[config.mk]
export PLATFORM = sky130hd
export DESIGN_NAME = sobel_edge_detect
export DESIGN_NICKNAME = d
export VERILOG_FILES = /design/src/rtl/sobel_edge_detect.sv
export SDC_FILE = /design/constraint.sdc
export NUM_CORES = 1
export LEC_CHECK = 0
export BUFFER_PORTS_ARGS = -buffer_cell sky130_fd_sc_hd__buf_2
export CAP_MARGIN = 20
export CORE_MARGIN = 1.5
export CORE_UTILIZATION = 63
export CTS_CLUSTER_DIAMETER = 150
export DETAILED_ROUTE_END_ITERATION = 8
export GPL_TIMING_DRIVEN = 0
export PLACE_DENSITY = 0.91
export SYNTH_ARGS = -nofsm -noshare
export SYNTH_HDL_FRONTEND = slang
export SYNTH_SLANG_ARGS = --single-unit
[constraint.sdc]
create_clock -name clk -period 10 [get_ports clk]
set_input_delay 0.5 -clock clk [delete_from_list [all_inputs] [get_ports clk]]
set_output_delay 0.5 -clock clk [all_outputs]
set_load 0.02 [all_outputs]
[src/rtl/sobel_edge_detect.sv]
// Sobel gradient stage: 3x3 window in, saturated |Gx|+|Gy| magnitude and edge flag out.
// Fixed 3-cycle pipeline with matching sync delay and first-two-row/column blanking.
module sobel_edge_detect #(
    parameter int IMG_HDISP    = 320,
    parameter int IMG_VDISP    = 240,
    parameter bit BORDER_BLANK = 1'b1
) (
    input  logic       clk,
    input  logic       rst,
    input  logic       matrix_frame_vsync,
    input  logic       matrix_frame_href,
    input  logic       matrix_frame_clken,
    input  logic [7:0] matrix_p11,
    input  logic [7:0] matrix_p12,
    input  logic [7:0] matrix_p13,
    input  logic [7:0] matrix_p21,
    input  logic [7:0] matrix_p22,
    input  logic [7:0] matrix_p23,
    input  logic [7:0] matrix_p31,
    input  logic [7:0] matrix_p32,
    input  logic [7:0] matrix_p33,
    input  logic [7:0] edge_threshold,
    output logic       post_frame_vsync,
    output logic       post_frame_href,
    output logic       post_frame_clken,
    output logic [7:0] post_img_mag,
    output logic       post_img_bit
);
    localparam int DIM_MAX     = (IMG_HDISP > IMG_VDISP) ? IMG_HDISP : IMG_VDISP;
    localparam int CNT_SAT_VAL = 1023;
    localparam int CNT_W       = $clog2(((DIM_MAX > CNT_SAT_VAL) ? DIM_MAX : CNT_SAT_VAL) + 1);
    localparam logic [CNT_W-1:0] CNT_SAT = CNT_W'(CNT_SAT_VAL);

    // The Sobel kernels have a zero centre tap, so p22 never contributes.
    logic unused_p22;
    assign unused_p22 = ^matrix_p22;

    // Sync delay line {vsync, href, clken}; stage gi holds the input delayed gi+1 clocks.
    logic [2:0] sync_in;
    assign sync_in = {matrix_frame_vsync, matrix_frame_href, matrix_frame_clken};

    generate
        for (genvar gi = 0; gi < 3; gi++) begin : g_sync
            logic [2:0] stage_reg;
            logic [2:0] stage_next;
            if (gi == 0) begin : g_head
                assign stage_next = sync_in;
            end else begin : g_tail
                assign stage_next = g_sync[gi-1].stage_reg;
            end
            always_ff @(posedge clk) begin
                if (rst) stage_reg <= '0;
                else     stage_reg <= stage_next;
            end
        end
    endgenerate

    logic href_d1, vsync_d1, href_d2;
    assign vsync_d1 = g_sync[0].stage_reg[2];
    assign href_d1  = g_sync[0].stage_reg[1];
    assign href_d2  = g_sync[1].stage_reg[1];

    // Position counters on the input side; they decide whether a window touches the border.
    logic [CNT_W-1:0] col_cnt_reg, row_cnt_reg;
    logic             href_fall, vsync_rise, inside_next;
    assign href_fall   = href_d1 & ~matrix_frame_href;
    assign vsync_rise  = matrix_frame_vsync & ~vsync_d1;
    assign inside_next = (col_cnt_reg >= CNT_W'(2)) && (row_cnt_reg >= CNT_W'(2));

    always_ff @(posedge clk) begin
        if (rst) begin
            col_cnt_reg <= '0;
            row_cnt_reg <= '0;
        end else begin
            if (!matrix_frame_href)
                col_cnt_reg <= '0;
            else if (matrix_frame_clken && col_cnt_reg != CNT_SAT)
                col_cnt_reg <= col_cnt_reg + CNT_W'(1);
            if (vsync_rise)
                row_cnt_reg <= '0;
            else if (href_fall && row_cnt_reg != CNT_SAT)
                row_cnt_reg <= row_cnt_reg + CNT_W'(1);
        end
    end

    // Stage 1: weighted positive/negative column and row sums.
    logic [9:0] gx_p_next, gx_n_next, gy_p_next, gy_n_next;
    logic [9:0] gx_p_reg, gx_n_reg, gy_p_reg, gy_n_reg;
    logic       inside_s1_reg, inside_s2_reg;
    assign gx_p_next = {2'b00, matrix_p13} + {1'b0, matrix_p23, 1'b0} + {2'b00, matrix_p33};
    assign gx_n_next = {2'b00, matrix_p11} + {1'b0, matrix_p21, 1'b0} + {2'b00, matrix_p31};
    assign gy_p_next = {2'b00, matrix_p31} + {1'b0, matrix_p32, 1'b0} + {2'b00, matrix_p33};
    assign gy_n_next = {2'b00, matrix_p11} + {1'b0, matrix_p12, 1'b0} + {2'b00, matrix_p13};

    // Stage 2: signed difference, then absolute value (fits in 10 bits, max 1020).
    logic signed [10:0] gx_diff, gy_diff;
    logic [9:0]         gx_abs_next, gy_abs_next, gx_abs_reg, gy_abs_reg;
    assign gx_diff     = $signed({1'b0, gx_p_reg}) - $signed({1'b0, gx_n_reg});
    assign gy_diff     = $signed({1'b0, gy_p_reg}) - $signed({1'b0, gy_n_reg});
    assign gx_abs_next = gx_diff[10] ? 10'(-gx_diff) : gx_diff[9:0];
    assign gy_abs_next = gy_diff[10] ? 10'(-gy_diff) : gy_diff[9:0];

    // Stage 3: sum, saturate, gate and threshold.
    logic [10:0] mag_sum;
    logic [7:0]  mag_sat, mag_next, mag_reg;
    logic        pass, bit_next, bit_reg;
    assign mag_sum  = {1'b0, gx_abs_reg} + {1'b0, gy_abs_reg};
    assign mag_sat  = (mag_sum > 11'd255) ? 8'd255 : mag_sum[7:0];
    assign pass     = href_d2 && (!BORDER_BLANK || inside_s2_reg);
    assign mag_next = pass ? mag_sat : 8'd0;
    assign bit_next = pass && (mag_sat > edge_threshold);

    always_ff @(posedge clk) begin
        if (rst) begin
            gx_p_reg      <= '0;
            gx_n_reg      <= '0;
            gy_p_reg      <= '0;
            gy_n_reg      <= '0;
            inside_s1_reg <= 1'b0;
            gx_abs_reg    <= '0;
            gy_abs_reg    <= '0;
            inside_s2_reg <= 1'b0;
            mag_reg       <= '0;
            bit_reg       <= 1'b0;
        end else begin
            gx_p_reg      <= gx_p_next;
            gx_n_reg      <= gx_n_next;
            gy_p_reg      <= gy_p_next;
            gy_n_reg      <= gy_n_next;
            inside_s1_reg <= inside_next;
            gx_abs_reg    <= gx_abs_next;
            gy_abs_reg    <= gy_abs_next;
            inside_s2_reg <= inside_s1_reg;
            mag_reg       <= mag_next;
            bit_reg       <= bit_next;
        end
    end

    assign post_frame_vsync = g_sync[2].stage_reg[2];
    assign post_frame_href  = g_sync[2].stage_reg[1];
    assign post_frame_clken = g_sync[2].stage_reg[0];
    assign post_img_mag     = mag_reg;
    assign post_img_bit     = bit_reg;
endmodule

==> impl_summary.md, run 1 <==
Run status
The run finished with clean final reports.

Floorplan
The floorplan row count is 37. The number of top-level pins is 97. The chip width is 107 um.

For this configuration, the core starts out at a cell density of 65.3%. The die extent in y is 107 um. The area of the die is 11400 um2. The core region area is 10400 um2.

STA
The setup TNS after final layout is 0 ns. Measured against its own limit, the worst slew margin works out to 58.2%. Setup violations remaining at the end of the flow were counted as 0. The number of max-slew violations in the final report is 0. The count of endpoints failing hold in the final timing report came to 0. The top achievable clock speed is 280 MHz.

The actual transition at the worst max-transition pin is 0.625 ns. The clock arrives with 0.0174 ns of skew. After layout, the minimum clock period comes to 3.58 ns. Setup repair after global routing left no endpoint under its margin. The post-route clock period utilization is 35.8%.

Worst setup path
Broken down by cell family, the worst path's largest delay share belongs to compound AO/OA/AOI/OAI gates. The launch instance of the worst register-to-register path is gx_abs_reg[0]. The most frequent cell on the critical path is o21ai_0. The maximum fanout along the worst path is 10.

The buffers plus inverters on the worst setup path is 2. The largest stage delay on the critical path is 0.40 ns. The worst setup path is launched from a flop. For flop-to-flop paths, the worst setup slack is 6.42 ns. The destination of the worst register-to-register timing path is post_img_bit. The path type of the worst setup path is reg -> reg.

The critical path goes through ha_1 > inv_1 > fa_1 > nor2b_1 > o21ai_0 > a21boi_1 > o2111ai_1 > a211o_1 > clkbuf_1 > or2_1 > ha_1 > nor2b_1 > o21ai_0 > nand2b_1 > a21oi_1 > o21ai_0 > o211a_1. The required time at the worst-slack endpoint is 10.29 ns. For the worst flop-to-flop path, the logic depth is 17.

The critical-path cell with the highest stage delay is fa_1. The worst setup path is captured at a flop. The worst endpoint data arrival time is 3.87 ns.

Global route
The via count of the first global-routing pass was 5626. Entering global routing, the biggest net connects 20 pins. Summed over all layers, the global routing overflow is 0. The initial antenna violation count is 0. The first global-routing pass estimated 24700 um of wire. Global routing used 27.2% of the available tracks.

Drt
In the final routed layout, each cell accounts on average for 14.8 um. The routed layout has 5599 vias. The number of design rule violations left after detail routing is 0.

For this block, the initial DRC count from the detailed router was 382. Using the TritonRoute via totals, the vias-per-cell ratio works out to 5.68. The number of search-and-repair iterations in the first detailed-routing pass is 5. In this run the remaining antenna-violating nets after routing total 0. The final wirelength is 14600 um.

Placed design
The cell count after placement is 970. Once placement finished, the instance area stood at 7380 um2. The count of input and output buffers is 88. The placer congestion estimate is 0.937. Once detailed placement completed, the half-perimeter wirelength came to 11500 um.

Clock tree
CTS saw 100 sinks. The clock tree from TritonCTS is yes. The count of hold buffers inserted by post-cts repair is 0. The number of buffers on the longest clock path is 2.

In this run the post-CTS setup repair buffer count came out at 0. Post-CTS repair changed the size of 0 cells. TritonCTS created 9 clock buffers. After clock tree synthesis, the clock-pin slew on the worst setup and hold paths is 0.10 ns. The number of levels the H-tree was split into is 3. Clock latency on the worst-skew pair, taken at its later pin, is 0.39 ns.

The clock tree root buffer cell is clkbuf_8.

Job
Across the run, the number of max-cap violations was 0.

Final layout
From synthesis to final layout, the design area changed by 11.9%. The finished cells cover 7580 um2. The number of nets in the layout is 1045. The number of antenna diodes in the final layout is 0. For this run, the share of the core covered by cells in the final layout is 73.1%. The post-route netlist has 15.8% of its cells at a drive strength greater than 1.

The final-layout fill cell count is 741. The final instance count without filler cells is 986.

Power
In this run the power density over the cells is 219 nW/um2. Summed over all cells, the static leakage comes to 0.00345 uW. The worst vdd rail ir drop is 0.105 mV.

Yosys
The share of the Yosys chip area taken by registers is 29.6%. The synthesized netlist devotes 6.45% of its cell area to XOR and XNOR gates. The number of nets in the synthesized netlist is 946. The combinational family with the most area after synthesis is adder cells.

Measured against the total synthesized area, the mux share comes to 0.610%. The per-instance average area after synthesis is 9.08 um2. For this run, the number of Yosys warnings is 0. The cell count after synthesis is 746. In the synthesized netlist the dominant register cell turns out to be dfxtp_1. The register bit count reported by yosys is 100.

The cell area after synthesis is 6770 um2. After Yosys synthesis, and, or, nand and nor cells account for 16.6% of the synthesized area. After synthesis, the netlist uses 64 different library cells. The share of synthesized registers carrying an async set or reset is 0%. The count of flip-flops with a built-in enable after synthesis is 0. The complex-gate fraction of the synthesized area is 16.1%. Summing the areas of all fa, ha and maj instances in the mapped netlist gives 25.1% of the synthesized area.

Min path
The origin of the worst min-delay path is rst. The worst hold path endpoint is g_sync[2].stage_reg[1]. The cell depth of the worst hold path is 2. The class of the tightest hold or removal check is in -> reg.
## how the worst max path moves through the flow
stage,slack [ns],cells past startpoint,startpoint,end
2_1_floorplan,6.80,17,gx_abs_reg[0],post_img_bit
3_3_place_gp,6.51,17,gx_abs_reg[0],post_img_bit
3_5_place_dp,6.45,17,gx_abs_reg[0],post_img_bit
4_1_cts,6.42,17,gx_abs_reg[0],post_img_bit
5_1_grt,6.04,17,gx_abs_reg[0],post_img_bit
6_report,6.42,17,gx_abs_reg[0],post_img_bit
## power breakdown
part	internal, uW	leakage [uW]	switching [uW]	total, uW
sequential	463	0.000824	23.6	487
clock	97.8	0.000101	155	253
combinational	404	0.00253	518	921
total	964	0.00345	696	1660
## per-stage QoR
stage	total power, uW	worst slack [ns]	hold slack [ns]
floorplan	1200	6.80	0.410
global placement	1350	6.51	0.416
detailed placement	1390	6.45	0.427
CTS	1650	6.42	0.311
global route	1800	6.04	0.322
finish	1660	6.42	0.333
## synth_stat cells, drive strengths merged (3+ instances only)
cell type	n	area share, %
xnor2	27	3.6
nand2	27	1.5
nor3	19	1.4
clkbuf	9	0.50
o21a	13	1.4
xor2	22	2.8
o21ai	38	2.8
and3	7	0.65
fa	35	10
or3	11	1.1
ha	80	15
a211oi	11	1.2
nand2b	4	0.37
buf	7	0.55
nand3	12	0.89
a2111oi	4	0.91
nor4	3	0.28
nor2b	30	2.8
nor2	66	3.7
or2	10	0.92
or4	4	0.44
a21o	13	1.4
and2	7	0.65
dfxtp	100	30
nand4	11	1.0
inv	81	4.5
o211ai	4	0.44
a41oi	3	0.39
o2111ai	3	0.39
a21oi	50	3.9
mux2i	3	0.44
a21boi	6	0.67
## area by class of cell
class / instances / area [um2] / area share (%)
plain buffers: 16 / 71.3 / 0.941
clock buffers: 9 / 124 / 1.64
clock inverters: 7 / 70.1 / 0.925
inverters: 81 / 304 / 4.01
multi-input cells: 549 / 4390 / 58.0
flip-flops and latches: 100 / 2000 / 26.4
well taps: 136 / 170 / 2.25
repair buffers: 88 / 440 / 5.81
## placed cells by master (no fill, tap or decap), types with 5 or more instances in the layout
master,count
a211oi_1,11
a21boi_0,5
a21o_1,13
a21oi_1,48
and2_1,7
and3_1,7
buf_2,91
clkbuf_1,9
clkbuf_8,9
dfxtp_1,100
fa_1,35
ha_1,80
inv_1,81
nand2_1,26
nand3_1,12
nand4_1,11
nor2_1,66
nor2b_1,30
nor3_1,19
o21a_1,13
o21ai_0,38
or2_2,9
or3_1,10
xnor2_1,26
xor2_1,22
## metal layers
| layer | global-route usage, % | part of all wire, % |
|---|---|---|
| met1 | 32.5 | 42 |
| met2 | 48.7 | 50 |
| met3 | 4.44 | 5.4 |
| met4 | 10.5 | 2.6 |
| met5 | 0 | 0 |
## cell families after synthesis
family / after synthesis
AOI/OAI and AO/OA: 163
xor gates and xnor gates: 49
adders and majority gates: 115
buffers and inverters: 97
DFF: 100
muxes: 4
and+or+nand+nor: 218
(Power assumes the default switching activity.)
==> run 2: changes to the inputs <==
--- a/config.mk
+++ b/config.mk
@@ -5,14 +5,15 @@
 export SDC_FILE = /design/constraint.sdc
 export NUM_CORES = 1
 export LEC_CHECK = 0
+export ABC_AREA = 1
 export BUFFER_PORTS_ARGS = -buffer_cell sky130_fd_sc_hd__buf_2
 export CAP_MARGIN = 20
 export CORE_MARGIN = 1.5
-export CORE_UTILIZATION = 63
+export CORE_UTILIZATION = 53
 export CTS_CLUSTER_DIAMETER = 150
 export DETAILED_ROUTE_END_ITERATION = 8
 export GPL_TIMING_DRIVEN = 0
-export PLACE_DENSITY = 0.91
+export PLACE_DENSITY = 0.81
 export SYNTH_ARGS = -nofsm -noshare
 export SYNTH_HDL_FRONTEND = slang
 export SYNTH_SLANG_ARGS = --single-unit
==> constraint.sdc (replaced) <==
create_clock -name clk -period 3.1 [get_ports clk]
set_input_delay 0.155 -clock clk [delete_from_list [all_inputs] [get_ports clk]]
set_output_delay 0.155 -clock clk [all_outputs]
set_load 0.02 [all_outputs]
==> run 2 against run 1 <==
Routed wire length is 11% higher. Register-to-register slack lost 6.2 ns. Count of clock-buffer cells in the layout stayed put. Sequential power rose to 3.2 times the previous value. Combinational power rose to 3.4 times the previous value. Via count rose by 14%. Cell area increased by 8.8%. Non-clock buffer count is 5 lower. Cell count up 26%. Largest power group unchanged. Worst hold slack lost 0.30 ns. Maximum frequency up 25%.
==> impl_summary.md, run 2 <==
Floorplan
The starting utilization of the core area is 54.6% (-11 points). The floorplan row count came to 42 (+14%). The chip width is 120 um (+13%). The core region area is 13300 um2 (+28%). The number of top-level pins is 97 (unchanged). The die extent in y is 120 um (+13%).

The area of the die was 14400 um2 (+27%).

Yosys
The cell count after synthesis is 966 (+29%). Yosys attributes the largest share of cell area to dfxtp_1 (28%), ha_1 (14%), fa_1 (9.7%). The register bit count reported by yosys is 100 (unchanged). The share of synthesized registers carrying an async set or reset is 0% (unchanged). Among all flip-flop cells after synthesis, the most frequent one is dfxtp_1. The number of warning messages in the yosys log is 0 (unchanged). The top-area cell type share of the netlist area was 27.6% (-2.0 points). The cell area after synthesis is 7260 um2 (+7.2%).

The per-instance average area after synthesis came to 7.51 um2 (-17%). The cell accounting for the most synthesized area is dfxtp_1. Among all cell types in the netlist, the one instantiated most often is nand2_1.

Ranked by instance count, the synthesized netlist is headed by nand2_1 (174), inv_1 (166), dfxtp_1 (100). The proportion of synthesized chip area in sequential cells was 27.6% (-2.0 points). The net count of the mapped netlist is 1166 (+23%).

The count of flip-flops with a built-in enable after synthesis is 0 (unchanged). The distinct cell type count of the synthesized netlist is 42 (-34%).

Clock tree
The number of clock buffers inserted by TritonCTS was 9 (unchanged). The number of sinks driven by the clock tree is 100 (unchanged). The clock tree from TritonCTS is yes. The number of levels the H-tree was split into is 3 (unchanged).

The clock transition at the register clock pins on the worst setup and hold paths after CTS is 0.07 ns (-0.03 ns). The number of buffers on the longest clock path is 2 (unchanged). The clock tree root buffer cell is clkbuf_16. The count of hold buffers inserted by post-cts repair is 0 (unchanged). The worst-skew pair later-pin latency came to 0.35 ns (-0.04 ns).

Drt
The number of vias after detailed routing is 6399 (+14%). The number of search-and-repair iterations in the first detailed-routing pass is 5 (unchanged). The mean number of vias per cell is 5.14 (-9.6%). The starting DRC count in detailed routing is 272 (-29%).

The number of design rule violations left after detail routing came to 0 (unchanged). The residual antenna-violating net count after detailed routing is 0 (unchanged). The average routed wire per standard cell came to 13.1 um (-12%). The final wirelength is 16300 um (+11%).

Worst setup path
The category of the worst setup path capture point is a flop. The maximum fanout along the worst path is 10 (unchanged). The worst endpoint data arrival time was 3.13 ns (-0.74 ns). The worst setup path is launched from a flop.

The required time at the worst-slack endpoint is 3.37 ns (-6.92 ns). The worst setup path is of the reg -> reg kind.

Global route
The global-route wire length before repair is 27100 um (+9.9%). The overall overflow remaining after global route was 0 (unchanged). The initial antenna violation count is 0 (unchanged). The total global-route track usage is 23.6% (-3.6 points). The pin count of the biggest net entering global routing is 20 (unchanged). The via count of the first global-routing pass is 6023 (+7.1%).

Final layout
The leading cell type in the layout, fill and taps excluded is nand2_1. The share of layout cells above drive strength 1 came to 14.3% (-1.5 points). The number of nets in the layout is 1265 (+21%). The final instance count without filler cells is 1246 (+26%). The count of inserted antenna diode cells was 0 (unchanged). The area growth from synthesis to final layout is 13.5%. The area of all placed cells without fillers is 8240 um2 (+8.8%).

In the layout the commonest cells are nand2_1 (174), inv_1 (166), dfxtp_1 (100).

STA
The number of max-slew violations in the final report was 0 (unchanged). The worst hold margin is 0.0305 ns (-0.302 ns). The shortest period the worst path allows is 2.86 ns (-0.713 ns). The actual transition at the worst max-transition pin came to 0.771 ns (+0.146 ns). The top achievable clock speed was 349 MHz (+25%). The worst clock skew on the final layout is 0.00677 ns (-0.0107 ns). The worst slew margin relative to its limit is 48.6% (-9.6 points). The final setup violation count is 0 (unchanged). The setup TNS after final layout is 0 ns (unchanged). The count of endpoints failing hold in the final timing report is 0 (unchanged). The post-route clock period utilization is 92.4% (+57 points). Setup repair after global routing left no endpoint under its margin.

Placed design
The cell count after placement is 1229 (+27%). The count of input and output buffers is 87 (-1.1%). The post-detailed-placement half-perimeter wirelength is 13200 um (+15%).

The cell area after placement is 7920 um2 (+7.2%). The placer congestion estimate was 0.901 (-3.7%).

Power
The worst vdd rail ir drop is 0.339 mV (+220%). The leakage power was 0.00409 uW (+18%). The total power divided by cell area was 718 nW/um2 (+230%).

Run status
The flow ran to the end, and the final reports show no timing, DRC or antenna violations.

Job
The count of max-cap constraint violations is 0 (unchanged).

Min path
The path class of the tightest hold or removal check is in -> reg.
[run 2: cell types whose count changed in the layout (fill, tap and decap cells not counted), sizes merged, moves of 9 or more]
cell,previous run,this run
nand3,12,57
xnor2,27,4
nand2,27,188
o21a,13,0
or3,11,0
a21oi,50,106
nor2b,30,0
nand4,11,20
nor2,66,77
inv,85,175
xor2,22,13
a21o,13,2
a211oi,11,2
o21ai,38,52
[run 2: report_power, final]
group	leakage, uW	switching, uW	total, uW	internal (uW)
registers	0.000825	83.6	1580	1500
logic	0.00311	1970	3170	1200
clock network	0.000156	524	1170	648
[run 2: critical path, cell delays in order, from the launching register on]
cell and delay [ns]:
dfxtp_1 0.33, ha_1 0.18, inv_1 0.09, fa_2 0.39, o21ai_2 0.18, nand4_1 0.13
nand3_1 0.11, nand3_2 0.12, nor2_4 0.16, buf_6 0.15, nand2_1 0.06, ha_1 0.30
nand2_1 0.06, o21bai_1 0.14, a21oi_1 0.13, nor3_1 0.06, a211oi_1 0.18
[run 2: layout make-up]
cell class / count / area, um2
fillers: 1187 / 5050
multi-input cells: 684 / 4550
flip-flops and latches: 100 / 2000
inverters: 171 / 647
repair buffers: 88 / 443
clock buffers: 9 / 225
well taps: 176 / 220
clock inverters: 7 / 92.6
plain buffers: 11 / 67.6
[run 2: what timing repair did]
item                       in CTS  in global routing
hold endpoints to repair        0                  0
buffers inserted                0                  1
setup endpoints to repair       0                  1
gates resized for setup         0                  1
[run 2: metrics by stage]
stage | total power [uW] | utilization, % | worst slack [ns]
6_report | 5920 | 62.0 | 0.236
3_5_place_dp | 4720 | 59.5 | 0.128
5_1_grt | 6470 | 62.0 | 0.0257
4_1_cts | 5920 | 61.9 | 0.118
3_3_place_gp | 4620 | 59.5 | 0.195
2_1_floorplan | 4060 | - | 0.469
[run 2: layer usage]
layer  part of all wire, %  global-route usage, %
met5                     0                      0
met4                   3.1                   8.78
met3                   4.3                   3.33
met2                    48                   42.0
met1                    45                   28.7
[run 2: cell families (layout without fill, tap and decap cells)]
| logic type | count (synthesis) | count (layout) | synth area share, % |
|---|---|---|---|
| fa+ha+maj | 115 | 115 | 23.4 |
| buf+inv | 182 | 286 | 9.84 |
| flops | 100 | 100 | 27.6 |
| xor+xnor | 17 | 17 | 2.05 |
| simple gates | 380 | 380 | 24.1 |
| compound gates | 172 | 172 | 13.0 |
[run 2: final timing paths]
| path | from | to | slack (ns) | cells past startpoint |
|---|---|---|---|---|
| worst max-delay path | gy_abs_reg[0] | post_img_bit | 0.24 | 16 |
| worst min-delay path | matrix_frame_vsync | g_sync[0].stage_reg[2] | 0.03 | 3 |
| worst min register to register | g_sync[1].stage_reg[0] | g_sync[2].stage_reg[0] | 0.41 | 2 |
| worst max register to register | gy_abs_reg[0] | post_img_bit | 0.24 | 16 |
